--- config.mk ---
export PLATFORM = sky130hd
export DESIGN_NAME = nvme_cdc_bus
export DESIGN_NICKNAME = d
export VERILOG_FILES = /design/src/rtl/nvme_cdc_pkg.sv /design/src/rtl/nvme_cdc.sv /design/src/rtl/nvme_cdc_bus.sv
export SDC_FILE = /design/constraint.sdc
export NUM_CORES = 1
export LEC_CHECK = 0
export BUFFER_PORTS_ARGS = -buffer_cell sky130_fd_sc_hd__buf_2
export CAP_MARGIN = 0
export CORE_MARGIN = 2
export CORE_UTILIZATION = 50
export CTS_CLUSTER_DIAMETER = 200
export DETAILED_ROUTE_END_ITERATION = 10
export PLACE_DENSITY_LB_ADDON = 0.1
export SLEW_MARGIN = 40
export SYNTH_ARGS = -nofsm -noshare
export SYNTH_HDL_FRONTEND = slang
export SYNTH_SLANG_ARGS = --single-unit
--- constraint.sdc ---
create_clock -name clk -period 2.1 [get_ports clk]
set_input_delay 0.42 -clock clk [delete_from_list [all_inputs] [get_ports clk]]
set_output_delay 0.42 -clock clk [all_outputs]
set_load 0.05 [all_outputs]
--- src/rtl/nvme_cdc_pkg.sv ---
// nvme_cdc_pkg: shared FSM state encodings and default synchronizer depth for the CDC bus
package nvme_cdc_pkg;
  localparam int STAGES_DEFAULT = 3;
  typedef enum logic [1:0] {S_IDLE = 2'd0, S_HOLD = 2'd1, S_ACK = 2'd2} state_e;
endpackage

--- src/rtl/nvme_cdc.sv ---
// nvme_cdc: single-bit multi-flop synchronizer (clk, d_i async input, q_o synchronized output); flops are never reset
module nvme_cdc #(
  parameter int stages = 3
) (
  input  logic clk,
  input  logic d_i,
  output logic q_o
);
  (* ASYNC_REG = "TRUE" *) logic [stages-1:0] sync_q;
  always_ff @(posedge clk) sync_q <= {sync_q[stages-2:0], d_i};
  assign q_o = sync_q[stages-1];
endmodule

--- src/rtl/nvme_cdc_bus.sv ---
// nvme_cdc_bus: toggle req/ack bus crossing into clk (src_req/src_data/src_ack from source, q_valid/q_ready/q_data to consumer, err sticky violation flag)
module nvme_cdc_bus
  import nvme_cdc_pkg::*;
#(
  parameter int width  = 32,
  parameter int stages = STAGES_DEFAULT
) (
  input  logic             clk,
  input  logic             reset,
  input  logic             src_req,
  input  logic [width-1:0] src_data,
  output logic             src_ack,
  output logic             q_valid,
  input  logic             q_ready,
  output logic [width-1:0] q_data,
  output logic             err
);
  logic req_sync, req_last_q, req_edge, fire;
  logic q_valid_q, q_valid_d, ack_q, ack_d, err_q, err_d;
  logic [width-1:0] data_q, data_d;
  state_e state_q, state_d;
  nvme_cdc #(.stages(stages)) u_sync (.clk(clk), .d_i(src_req), .q_o(req_sync));
  assign req_edge = req_sync ^ req_last_q;
  assign fire = q_valid_q & q_ready;
  always_comb begin
    state_d   = state_q == S_IDLE && req_edge ? S_HOLD :
                state_q == S_HOLD && fire     ? S_ACK  :
                state_q == S_ACK              ? S_IDLE : state_q;
    data_d    = state_q == S_IDLE && req_edge ? src_data : data_q;
    // valid rises one cycle after capture and drops on the handshake
    q_valid_d = state_q == S_HOLD && !fire;
    ack_d     = ack_q ^ (state_q == S_ACK);
    // edges outside IDLE are dropped and only flagged
    err_d     = err_q | (req_edge && state_q != S_IDLE);
  end
  always_ff @(posedge clk) begin
    req_last_q <= req_sync;
    if (reset) begin
      state_q   <= S_IDLE;
      data_q    <= '0;
      q_valid_q <= 1'b0;
      err_q     <= 1'b0;
      // aligning ack with the synchronized request makes any dropped word look complete
      ack_q     <= req_sync;
    end else begin
      state_q   <= state_d;
      data_q    <= data_d;
      q_valid_q <= q_valid_d;
      err_q     <= err_d;
      ack_q     <= ack_d;
    end
  end
  assign src_ack = ack_q;
  assign q_valid = q_valid_q;
  assign q_data  = data_q;
  assign err     = err_q;
endmodule

==> results.md, run 1 <==
Clock tree:
- Clock tree synthesis inserted a total of 5 buffers.
- The total number of H-tree levels is 2.
- The insertion delay to the later sink of the worst-skew pair is 0.34 ns.
- TritonCTS built the clock tree.
- The total of cells resized after clock tree synthesis is 0.
- The clock net in this run drives a total of 41 sinks.
- The clock passes through at most 2 buffers.
- Clock tree synthesis selected as its root buffer the cell sky130_fd_sc_hd__clkbuf_4.
- The number of setup buffers added after CTS is 0.
- After clock tree synthesis, the flow added hold-fix buffers numbering 0.
- After clock tree synthesis, the clock-pin slew on the worst setup and hold paths is about 0.11 ns.

Timing:
- The transition time at the pin with the least slew margin is about 0.45 ns.
- Setup total negative slack on the finished layout was measured at 0 ns.
- The final cycle utilization of the critical path is 0.700.
- The total count of hold-check failures in the final report is 0.
- Setup repair after global routing left no endpoint under its margin.
- The minimum clock period after layout is 1.47 ns.
- For this run, the top clock speed supported by timing is 0.681 GHz.
- The number of pins exceeding their max-slew limit in the final report came to 0.
- Across the routed clock network, the largest skew measured is around 0.0073 ns.
- The final-report setup violation count is 0.
- The worst max-slew margin expressed relative to the limit is 0.701.

Layout:
- 0 antenna diodes ended up in the layout.
- The library cell used most frequently in the layout, excluding fill and tap cells, is sky130_fd_sc_hd__buf_2.
- The ratio of cells with drive above 1 in the final layout is 0.349.
- The library cells used most frequently in the layout, excluding fill and tap cells, are sky130_fd_sc_hd__buf_2 (69), sky130_fd_sc_hd__dfxtp_1 (41), sky130_fd_sc_hd__nand2b_1 (33).
- Relative to the synthesized area, the layout overhead comes to 26.0%.
- For this run, the post-layout net count is 271.

Die:
- The die covers 0.00376 sq mm.
- After floorplanning, the core was divided into 20 placement rows.
- The height of the die is roughly 61 um.
- Pin placement for this block handled 71 I/O pins.
- The region available for standard cell placement spans 0.00308 sq mm.
- From left edge to right edge, the die measures 61.3 um.
- The initial core utilization is 0.534.

Route:
- The detailed-route via count is 1489.
- The number of design-rule violations left by the first detailed-router iteration is 136.
- The via density per instance is 5.34.
- The first detailed-routing pass took 4 iterations.
- In the routed design, unresolved DRC markers number 0.
- The total wire length after detailed routing is 3.77 mm.
- After detailed routing, the average wire length per cell comes to 13.5 um.
- The detail route stage leaves a number of antenna-violating nets equal to 0.

Worst setup path:
- The critical path goes through xor2_2, and2_1, buf_4, o21ai_0.
- Data on the critical path arrives at its endpoint at 1.70 ns.
- The cell at the slowest stage of the critical path is sky130_fd_sc_hd__dfxtp_1.
- STA classifies the critical path startpoint as a register.
- The critical path data required time is about 2.3 ns.
- On the worst path, the slowest cell contributes a delay of ~0.41 ns.
- The critical path endpoint category is a register.
- The number of cells on the worst reg-to-reg path is 4.
- Along the worst path, the maximum fanout reaches 20.
- The critical path in this run is classified as register to register.

Place:
- At the end of routability-driven placement, the weighted congestion stood at approximately 0.65.
- The number of port buffers is 70.
- The wire-length estimate of the detail-placed layout is between 2 and 2.5 mm.

Global routing:
- The first global-routing pass estimated 5.84 mm of wire.
- The pin count of the biggest net entering global routing is 70.
- The aggregate global-route resource usage is 0.214.
- The via count of the first global-routing pass is 1292.
- The number of antenna violations at the first check in global routing was 0.
- The leftover overflow at the end of global routing is 0.

Worst hold path:
- The tightest min-delay check is of the primary input to register type.
- The cell depth of the worst hold path is 1.

Power and ir drop:
- The static leakage is 0.882 nW.
- The overall power after layout is 1.84 mW.
- Dividing total power by cell area gives a power density of 891 mW/mm^2.
- The peak supply drop is 0.000509 V.

Synthesis:
- The cell type contributing the most total cell area after synthesis is sky130_fd_sc_hd__dfxtp_1.
- The number of register bits inferred by synthesis is between 40 and 50.
- The share of the Yosys chip area taken by registers is 0.500.
- The count of unique library cells instantiated by Yosys is 16.
- By area the synthesized netlist is led by sky130_fd_sc_hd__dfxtp_1 (50%), sky130_fd_sc_hd__nand4b_1 (17%), sky130_fd_sc_hd__nand2b_1 (13%).
- The number of enable flip-flop cells after synthesis is 0.
- The number of instances in the synthesized netlist is 171.
- After synthesis, the share of flip-flops with an asynchronous set or reset is 0.
- The Yosys step of the flow raised 0 warnings.
- The commonest register cell after synthesis is sky130_fd_sc_hd__dfxtp_1.
- The top-area cell type share of the netlist area is 0.500.
- Averaged over all synthesized cells, the footprint is 9.61 sq um.
- In this run the cell area of the synthesized design comes to about 0.0016 sq mm.
- The number of nets in the synthesized netlist is 207.

Outcome:
- The flow ran to the end, and the final reports show no timing, DRC or antenna violations.

Job:
- The tool flagged a number of max-cap violations equal to 0.
stage by stage:
step	cells	util	setup slack (ns)	hold slack, ns	area, sq um
2_1_floorplan	171	-	0.944	0.310	1640
5_1_grt	279	0.672	0.495	0.130	2070
3_3_place_gp	272	0.648	0.712	0.311	1990
6_report	279	0.672	0.631	0.169	2070
3_5_place_dp	272	0.648	0.616	0.314	1990
4_1_cts	279	0.672	0.603	0.159	2070
final timing paths:
path                                        from                to  slack (ns)
worst max register to register  u_sync.sync_q[2]         q_data[1]        0.63
worst min-delay path                     src_req  u_sync.sync_q[0]        0.17
worst max-delay path            u_sync.sync_q[2]         q_data[1]        0.63
worst min register to register  u_sync.sync_q[1]  u_sync.sync_q[2]        0.34
kinds of logic after synthesis:
kind of cell    after synthesis  share of synthesized area
buf+inv                      17                     0.0503
compound gates               38                      0.116
flops                        41                      0.500
xor+xnor                      2                     0.0152
simple gates                 73                      0.319
power by group:
group          total [mW]  switching, mW  leakage, nW  internal (mW)
registers           0.882         0.0367        0.338          0.845
clock network       0.481          0.238       0.0410          0.243
logic               0.481          0.353        0.503          0.129
flip-flops by register name, indices dropped and copies added (netlist names):
name / flops
q_data: 32
u_sync.sync_q: 3
state_q: 2
err: 1
q_valid: 1
req_last_q: 1
src_ack: 1
cell type report:
| type | instances | area (sq um) |
|---|---|---|
| Fill cell | 284 | 1010 |
| Sequential cell | 41 | 821 |
| Multi-Input combinational cell | 113 | 742 |
| Timing Repair Buffer | 73 | 375 |
| Tap cell | 44 | 55.1 |
| Clock buffer | 5 | 37.5 |
| Clock inverter | 2 | 35.0 |
| Inverter | 1 | 3.75 |
synthesized netlist by cell type (2+ instances only):
library cell,instances
sky130_fd_sc_hd__buf_2,6
sky130_fd_sc_hd__o21ai_1,11
sky130_fd_sc_hd__o21ai_0,24
sky130_fd_sc_hd__nor2_1,2
sky130_fd_sc_hd__a21oi_1,3
sky130_fd_sc_hd__buf_4,3
sky130_fd_sc_hd__clkbuf_1,7
sky130_fd_sc_hd__nor2b_1,2
sky130_fd_sc_hd__nand2_1,3
sky130_fd_sc_hd__nand4b_1,32
sky130_fd_sc_hd__dfxtp_1,41
sky130_fd_sc_hd__nand2b_1,33
metal layers:
metal / global-route usage / vias up / part of all wire
met5: 0 / - / 0
met4: 0.0745 / 0 / 0.016
met3: 0.0819 / 8 / 0.069
met2: 0.356 / 59 / 0.49
met1: 0.252 / 696 / 0.43
li1: - / 726 / -
critical path: cells and delay by family, from the launching register on:
kind / cells / cell delay, ns
compound gates: 1 / 0.13
simple gates: 1 / 0.36
flops: 1 / 0.41
buf+inv: 1 / 0.30
xor+xnor: 1 / 0.16
Power figures use the tool's default switching activity.
==> run 2: changes to the inputs <==
- CORE_UTILIZATION: 50 -> 46
- clock period: 2.1 -> 1.4 ns (I/O delays scaled with it)
==> results.md, run 2 (synthesis results as in run 1) <==
Layout:
- The post-route non-filler standard cell count is 286.
- The number of fillers in the final layout is 300.
- The cell area after layout is 0.00211 sq mm.
- The multi-input combinational cells in the finished layout cover a total of 742 sq um.
- The number of antenna cells inserted is 0.
- The synthesis-to-layout area growth is 28.4%.
- The register with the most flip-flops in the layout has 32 of them.
- The post-layout net count is between 200 and 300.
- Leaving out fill and tap cells, the most frequent cell in the layout is sky130_fd_sc_hd__buf_2.
- Leaving out fill and tap cells, the most frequent cells in the layout are sky130_fd_sc_hd__buf_2 (70), sky130_fd_sc_hd__dfxtp_1 (41), sky130_fd_sc_hd__nand2b_1 (33).
- Of the cells placed in the final design, the portion with a size suffix greater than 1 is 0.363.
- The sequential cells in the finished layout cover a total of 821 sq um.
- Once layout is complete, the utilization of the core stands at 0.622.

Place:
- The post-placement cell count is 278.
- The HPWL after detailed placement is 2.60 mm.
- Input and output buffers added on the ports amount to 70.
- The instance area after placement is 0.00204 sq mm.
- Prior to clock tree synthesis, the placed netlist has a worst setup slack of 0.200 ns.
- At the end of routability-driven placement, the weighted congestion stood at roughly 0.70.

Worst setup path:
- The cell at the slowest stage of the critical path is sky130_fd_sc_hd__dfxtp_1.
- The critical path data required time is between 1 and 1.5 ns.
- The gate family responsible for the most delay along the worst path is flip-flops.
- At the worst endpoint, the arrival time is ~0.97 ns.
- Walking the worst path, the cells encountered are buf_2.
- The number of buffers and inverters on the critical path is 1.
- The kind of launch point of the worst setup path is a register.
- Of all nets on the critical path, the largest fanout is 2.
- In this run the critical register-to-register path is launched from u_sync.sync_q[2].
- By startpoint and endpoint, the worst setup path is classified as register to output pin.
- In this design, the stage delay of the slowest critical-path cell is 0.36 ns.
- The worst setup path is captured at an output pin.
- The most critical setup path has its startpoint at q_data[11].

Clock tree:
- The cell sitting at the root of the clock tree is a sky130_fd_sc_hd__clkbuf_4.
- For this design, the CTS-stage hold fixing added 0 buffers.
- The insertion delay to the later sink of the worst-skew pair is 0.34 ns.
- The number of clock sinks is 41.
- The H-tree was split into 2 levels.
- TritonCTS built the clock tree.
- The number of setup buffers added after CTS is 0.
- The clock edge transition at the registers on the reported setup and hold paths is 0.12 ns.
- The number of buffers on the longest clock path is 2.
- The number of clock buffers added by TritonCTS is 5.
- Once the clock tree was built, the resizer swapped 0 gates to a different size.

Worst hold path:
- In this run the most critical hold path is launched from src_req.
- The class of the most critical hold timing path is primary input to register.

Global routing:
- The leftover overflow at the end of global routing is 0.
- The pin count of the biggest net entering global routing is 70.
- The via count of the first global-routing pass is 1489.
- Across every metal layer, demand over resource in global routing totals 0.196.
- The number of antenna violations at the first check in global routing is 0.
- The first global-routing pass estimated between 6 and 7 mm of wire.

Die:
- For this configuration, the core starts out at a cell density of 0.485.
- The height of the die is 63.8 um.
- The core region is roughly 0.0034 sq mm.
- The die outline width is 63.8 um.
- The number of rows in the core area is 21.
- 71 I/O pins were placed.
- The die covers a little over 0.004 sq mm.

Route:
- For this block, the initial DRC count from the detailed router was 81.
- The first-pass iteration count of the detailed router is 4.
- Using the TritonRoute via totals, the vias-per-cell ratio works out to 5.17.
- In the final routed layout, each cell accounts on average for approximately 13 um.
- The detailed-route via count is between 1000 and 1500.
- The number of design rule violations left after detail routing is 0.
- The final layout contains routed wiring with a total length of 3.78 mm.
- The number of nets with antenna violations after detailed routing is 0.

Timing:
- The number of pins exceeding their max-slew limit in the final report came to 0.
- The total count of hold-check failures in the final report was 0.
- The transition time at the pin with the least slew margin is 0.261 ns.
- Headroom to the max-slew limit came out at 0.827.
- Setup violations remaining at the end of the flow were counted as 0.
- The minimum setup slack in the final design is between 0.15 and 0.2 ns.
- Clock skew on the completed layout was measured at a little under 0.008 ns.
- The final cycle utilization of the critical path is 0.891.
- Setup repair after global routing left no endpoint under its margin.
- The worst path in the final design needs a cycle of about 1.2 ns, including I/O delays and setup.
- The upper clock frequency limit is about 0.8 GHz.
- The setup TNS is 0 ns.

Job:
- Max-cap violations in this run came to 0.

Power and ir drop:
- The peak supply drop is 0.000741 V.
- For this design the ratio of total power to cell area is 1290 mW/mm^2.
- The static leakage is 0.905 nW.

Outcome:
- The run finished with clean final reports.
==> run 2: metal layers <==
layer / vias up / track usage / wire, um
li1: 737 / - / -
met1: 696 / 0.224 / 1690
met2: 41 / 0.347 / 1850
met3: 5 / 0.0599 / 186
met4: 0 / 0.0598 / 45
met5: - / 0 / 0
==> run 2: worst paths after layout <==
| kind | end | slack (ns) | depth (start not counted) |
|---|---|---|---|
| worst min-delay path | u_sync.sync_q[0] | 0.03 | 1 |
| worst max register to register | q_data[4] | 0.18 | 4 |
| worst max-delay path | q_data[11] | 0.15 | 1 |
| worst min register to register | u_sync.sync_q[1] | 0.34 | 0 |
==> run 2: final cells by class <==
| class | count | area share |
|---|---|---|
| repair buffers | 77 | 0.197 |
| well taps | 46 | 0.0273 |
| clock buffers | 7 | 0.0308 |
| inverters | 1 | 0.00178 |
| flip-flops and latches | 41 | 0.389 |
| multi-input cells | 113 | 0.352 |
| clock inverters | 1 | 0.00237 |
==> run 2: power by group <==
part / switching [mW] / internal (mW) / total, mW
Clock: 0.359 / 0.291 / 0.650
Sequential: 0.0558 / 1.27 / 1.32
Combinational: 0.531 / 0.211 / 0.742
==> run 2: metrics by stage <==
step	total power, mW	hold WS, ns
finish	2.72	0.0345
global route	2.87	0.00255
CTS	2.76	0.0116
detailed placement	2.10	0.315
global placement	2.07	0.312
floorplan	1.89	0.308
==> run 3: changes to the inputs <==
- SKIP_LAST_GASP: default -> 1
- SYNTH_HIERARCHICAL: default -> 1
==> results.md, run 3 <==
Outcome:
- The run finished with clean final reports.

Worst setup path:
- The kind of critical path is register to output pin.
- Data arrives at the worst endpoint at a little over 1 ns.
- In this design, the stage delay of the slowest critical-path cell is 0.39 ns.
- The beginning of the worst register-to-register path is u_sync/sync_q[2].
- The most critical setup path has its startpoint at src_ack.
- The worst-path maximum fanout is 2.
- The total buffers and inverters traversed by the critical path is 1.
- For the worst setup path, the data required time is 1.12 ns.
- The signal on the critical path passes through buf_2.
- STA classifies the critical path startpoint as a register.
- The critical path endpoint category is an output pin.
- The largest individual stage delay along the critical path comes from the cell sky130_fd_sc_hd__dfxtp_1.
- Among cell families on the critical path, the largest total delay comes from flip-flops.

Clock tree:
- The quantity of hold-fixing buffers added after cts is 0.
- The number of clock sinks is 41.
- The clock edge transition at the registers on the reported setup and hold paths is 0.12 ns.
- At the later pin of the worst-skew pair, clock insertion delay measures 0.34 ns.
- In this run the post-CTS setup repair buffer count came out at 0.
- The number of buffers on the longest clock path is 2.
- The total number of H-tree levels is 2.
- The total CTS buffers is 5.
- The TritonCTS clock tree is built.
- Clock tree synthesis selected as its root buffer the cell sky130_fd_sc_hd__clkbuf_4.
- The number of gates resized after CTS was 0.

Route:
- The via density per instance is 5.14.
- The detailed-route via count is 1471.
- The final layout contains routed wiring with a total length of 3.77 mm.
- The number of design-rule violations left by the first detailed-router iteration is between 100 and 150.
- The routed wire length per instance is 13.2 um.
- The number of nets with antenna violations after detailed routing is 0.
- For this run, design rule violations remaining after detail routing come to 0.
- The first-pass iteration count of the detailed router is 4.

Die:
- The overall die area is 0.00407 sq mm.
- The boundary pin count is 71.
- The floorplan step set the die width to roughly 64 um.
- The core region is 0.00339 sq mm.
- The floorplan has 21 rows.
- The initial core utilization is 0.485.
- The floorplan step set the die height to roughly 64 um.

Layout:
- The library cells used most frequently in the layout, excluding fill and tap cells, are sky130_fd_sc_hd__buf_2 (70), sky130_fd_sc_hd__dfxtp_1 (41), sky130_fd_sc_hd__nand2b_1 (33).
- The most common cell after layout, fill and taps aside is sky130_fd_sc_hd__buf_2.
- The register with the most flip-flops in the layout has 32 of them.
- In the final design database the tool counted around 280 nets.
- For this run, the number of standard cells in the final layout without fillers is 286.
- The ratio of cells with drive above 1 in the final layout is 0.358.
- The filler cells instantiated in the layout total 299.
- The synthesis-to-layout area growth is 27.3%.
- 0 antenna diodes ended up in the layout.
- The area occupied by multi-input gates is ~740 sq um.
- The sequential cell area is 821 sq um.

Global routing:
- The number of antenna violations at the first check in global routing is 0.
- The pin count of the biggest net entering global routing is 70.
- The via count of the first global-routing pass is 1377.
- Global routing finished with a remaining overflow of 0.
- The first-pass GRT wire length is approximately 6.0 mm.
- The aggregate global-route resource usage is 0.188.

Timing:
- Dividing the final minimum period by the clock period gives 0.924.
- The post-route clock skew is 0.00752 ns.
- Setup violations remaining at the end of the flow were counted as 0.
- The number of pins exceeding their max-slew limit in the final report is 0.
- The minimum clock period after layout is 1.29 ns.
- The total count of hold-check failures in the final report is 0.
- For this run, the top clock speed supported by timing is 0.773 GHz.
- The final hold slack is 0.0336 ns.
- The worst pin sits at a relative slew slack of 0.825.
- Setup repair after global routing left no endpoint under its margin.
- The transition time at the pin with the least slew margin is roughly 0.26 ns.
- The setup TNS is 0 ns.

Synthesis:
- The synthesized design contains 0 enable-type register cells.
- After synthesis, the share of flip-flops with an asynchronous set or reset is 0.
- In this run the mean area of a mapped cell was 9.61 sq um.
- By count the netlist is led by sky130_fd_sc_hd__dfxtp_1 (41), sky130_fd_sc_hd__nand2b_1 (33), sky130_fd_sc_hd__nand4b_1 (32).
- The cell area that synthesis handed to floorplanning was about 0.0016 sq mm.
- The top-area cell type share of the netlist area is 0.500.
- The number of register bits inferred by synthesis is 41.
- Sorting the synthesized cells by area gives the leading types as sky130_fd_sc_hd__dfxtp_1 (50%), sky130_fd_sc_hd__nand4b_1 (17%), sky130_fd_sc_hd__nand2b_1 (13%).
- The sequential-to-total area share from yosys stat is 0.500.
- When the netlist entered floorplanning its net count stood at 207.
- The most common cell in the synthesized netlist is sky130_fd_sc_hd__dfxtp_1.
- The number of different library cells used by synthesis comes to 16.
- For this run, the leading register cell type out of synthesis is sky130_fd_sc_hd__dfxtp_1.
- During synthesis, Yosys emitted a total of 6 warnings.
- The largest total area in the synthesized netlist belongs to sky130_fd_sc_hd__dfxtp_1.
- Synthesis handed over a netlist of roughly 170 instances.

Power and ir drop:
- The peak supply drop is 0.000699 V.
- The static leakage is 0.896 nW.
- Dividing total power by cell area gives a power density of approximately 1300 mW/mm^2.
- Total power for the finished layout comes to 2.62 mW.

Job:
- The total of max-cap violations is 0.

Place:
- In this run the tool buffered the top-level ports with 70 buffer cells.
- The final weighted congestion in routability-driven placement is between 0.7 and 0.8.
- The post-placement cell count is 278.
- The HPWL after detailed placement is 2.55 mm.

Worst hold path:
- The startpoint of the lowest-slack hold path is src_req.
- The class of the most critical hold timing path is primary input to register.
## run 3: cell counts after synthesis
No cell type changed its count.
## run 3: where the power goes
part           leakage (nW)  internal [mW]  total (mW)  switching [mW]
registers             0.338           1.27        1.32          0.0552
clock network        0.0320          0.192       0.554           0.362
logic                 0.526          0.211       0.743           0.532
total                 0.896           1.67        2.62           0.949
## run 3: layout make-up
cell class                 instances  area share
timing repair buffer              77       0.199
tap                               46      0.0275
multi-input combinational        113       0.355
clock buffer                       6      0.0197
inverter                           1     0.00180
clock inverter                     2     0.00479
sequential                        41       0.393
## run 3: final timing paths
kind,slack (ns),end,depth (start not counted)
hold / removal,0.03,u_sync/sync_q[0],1
setup / recovery,0.11,src_ack,1
setup reg to reg,0.16,err,4
hold reg to reg,0.34,u_sync/sync_q[2],0
## run 3: layer usage
| layer | part of all wire | global-route usage | wire [um] | vias up |
|---|---|---|---|---|
| met5 | 0 | 0 | 0 | - |
| met1 | 0.46 | 0.221 | 1730 | 690 |
| li1 | - | - | - | 734 |
| met3 | 0.061 | 0.0669 | 228 | 2 |
| met2 | 0.48 | 0.321 | 1790 | 45 |
| met4 | 0.0048 | 0.0543 | 18 | 0 |
## run 3: logic make-up after synthesis
kind of cell | after synthesis | share of synthesized area
AOI/OAI and AO/OA | 38 | 0.116
xor gates and xnor gates | 2 | 0.0152
DFF | 41 | 0.500
and+or+nand+nor | 73 | 0.319
buffers and inverters | 17 | 0.0503
## run 3: through the flow
stage	setup slack (ns)	instance area, sq um	util
after floorplan	0.244	1640	-
after global placement	0.255	2040	0.602
after detailed placement	0.171	2040	0.602
after CTS	0.0992	2090	0.617
after global routing	0.0418	2090	0.617
final	0.106	2090	0.617
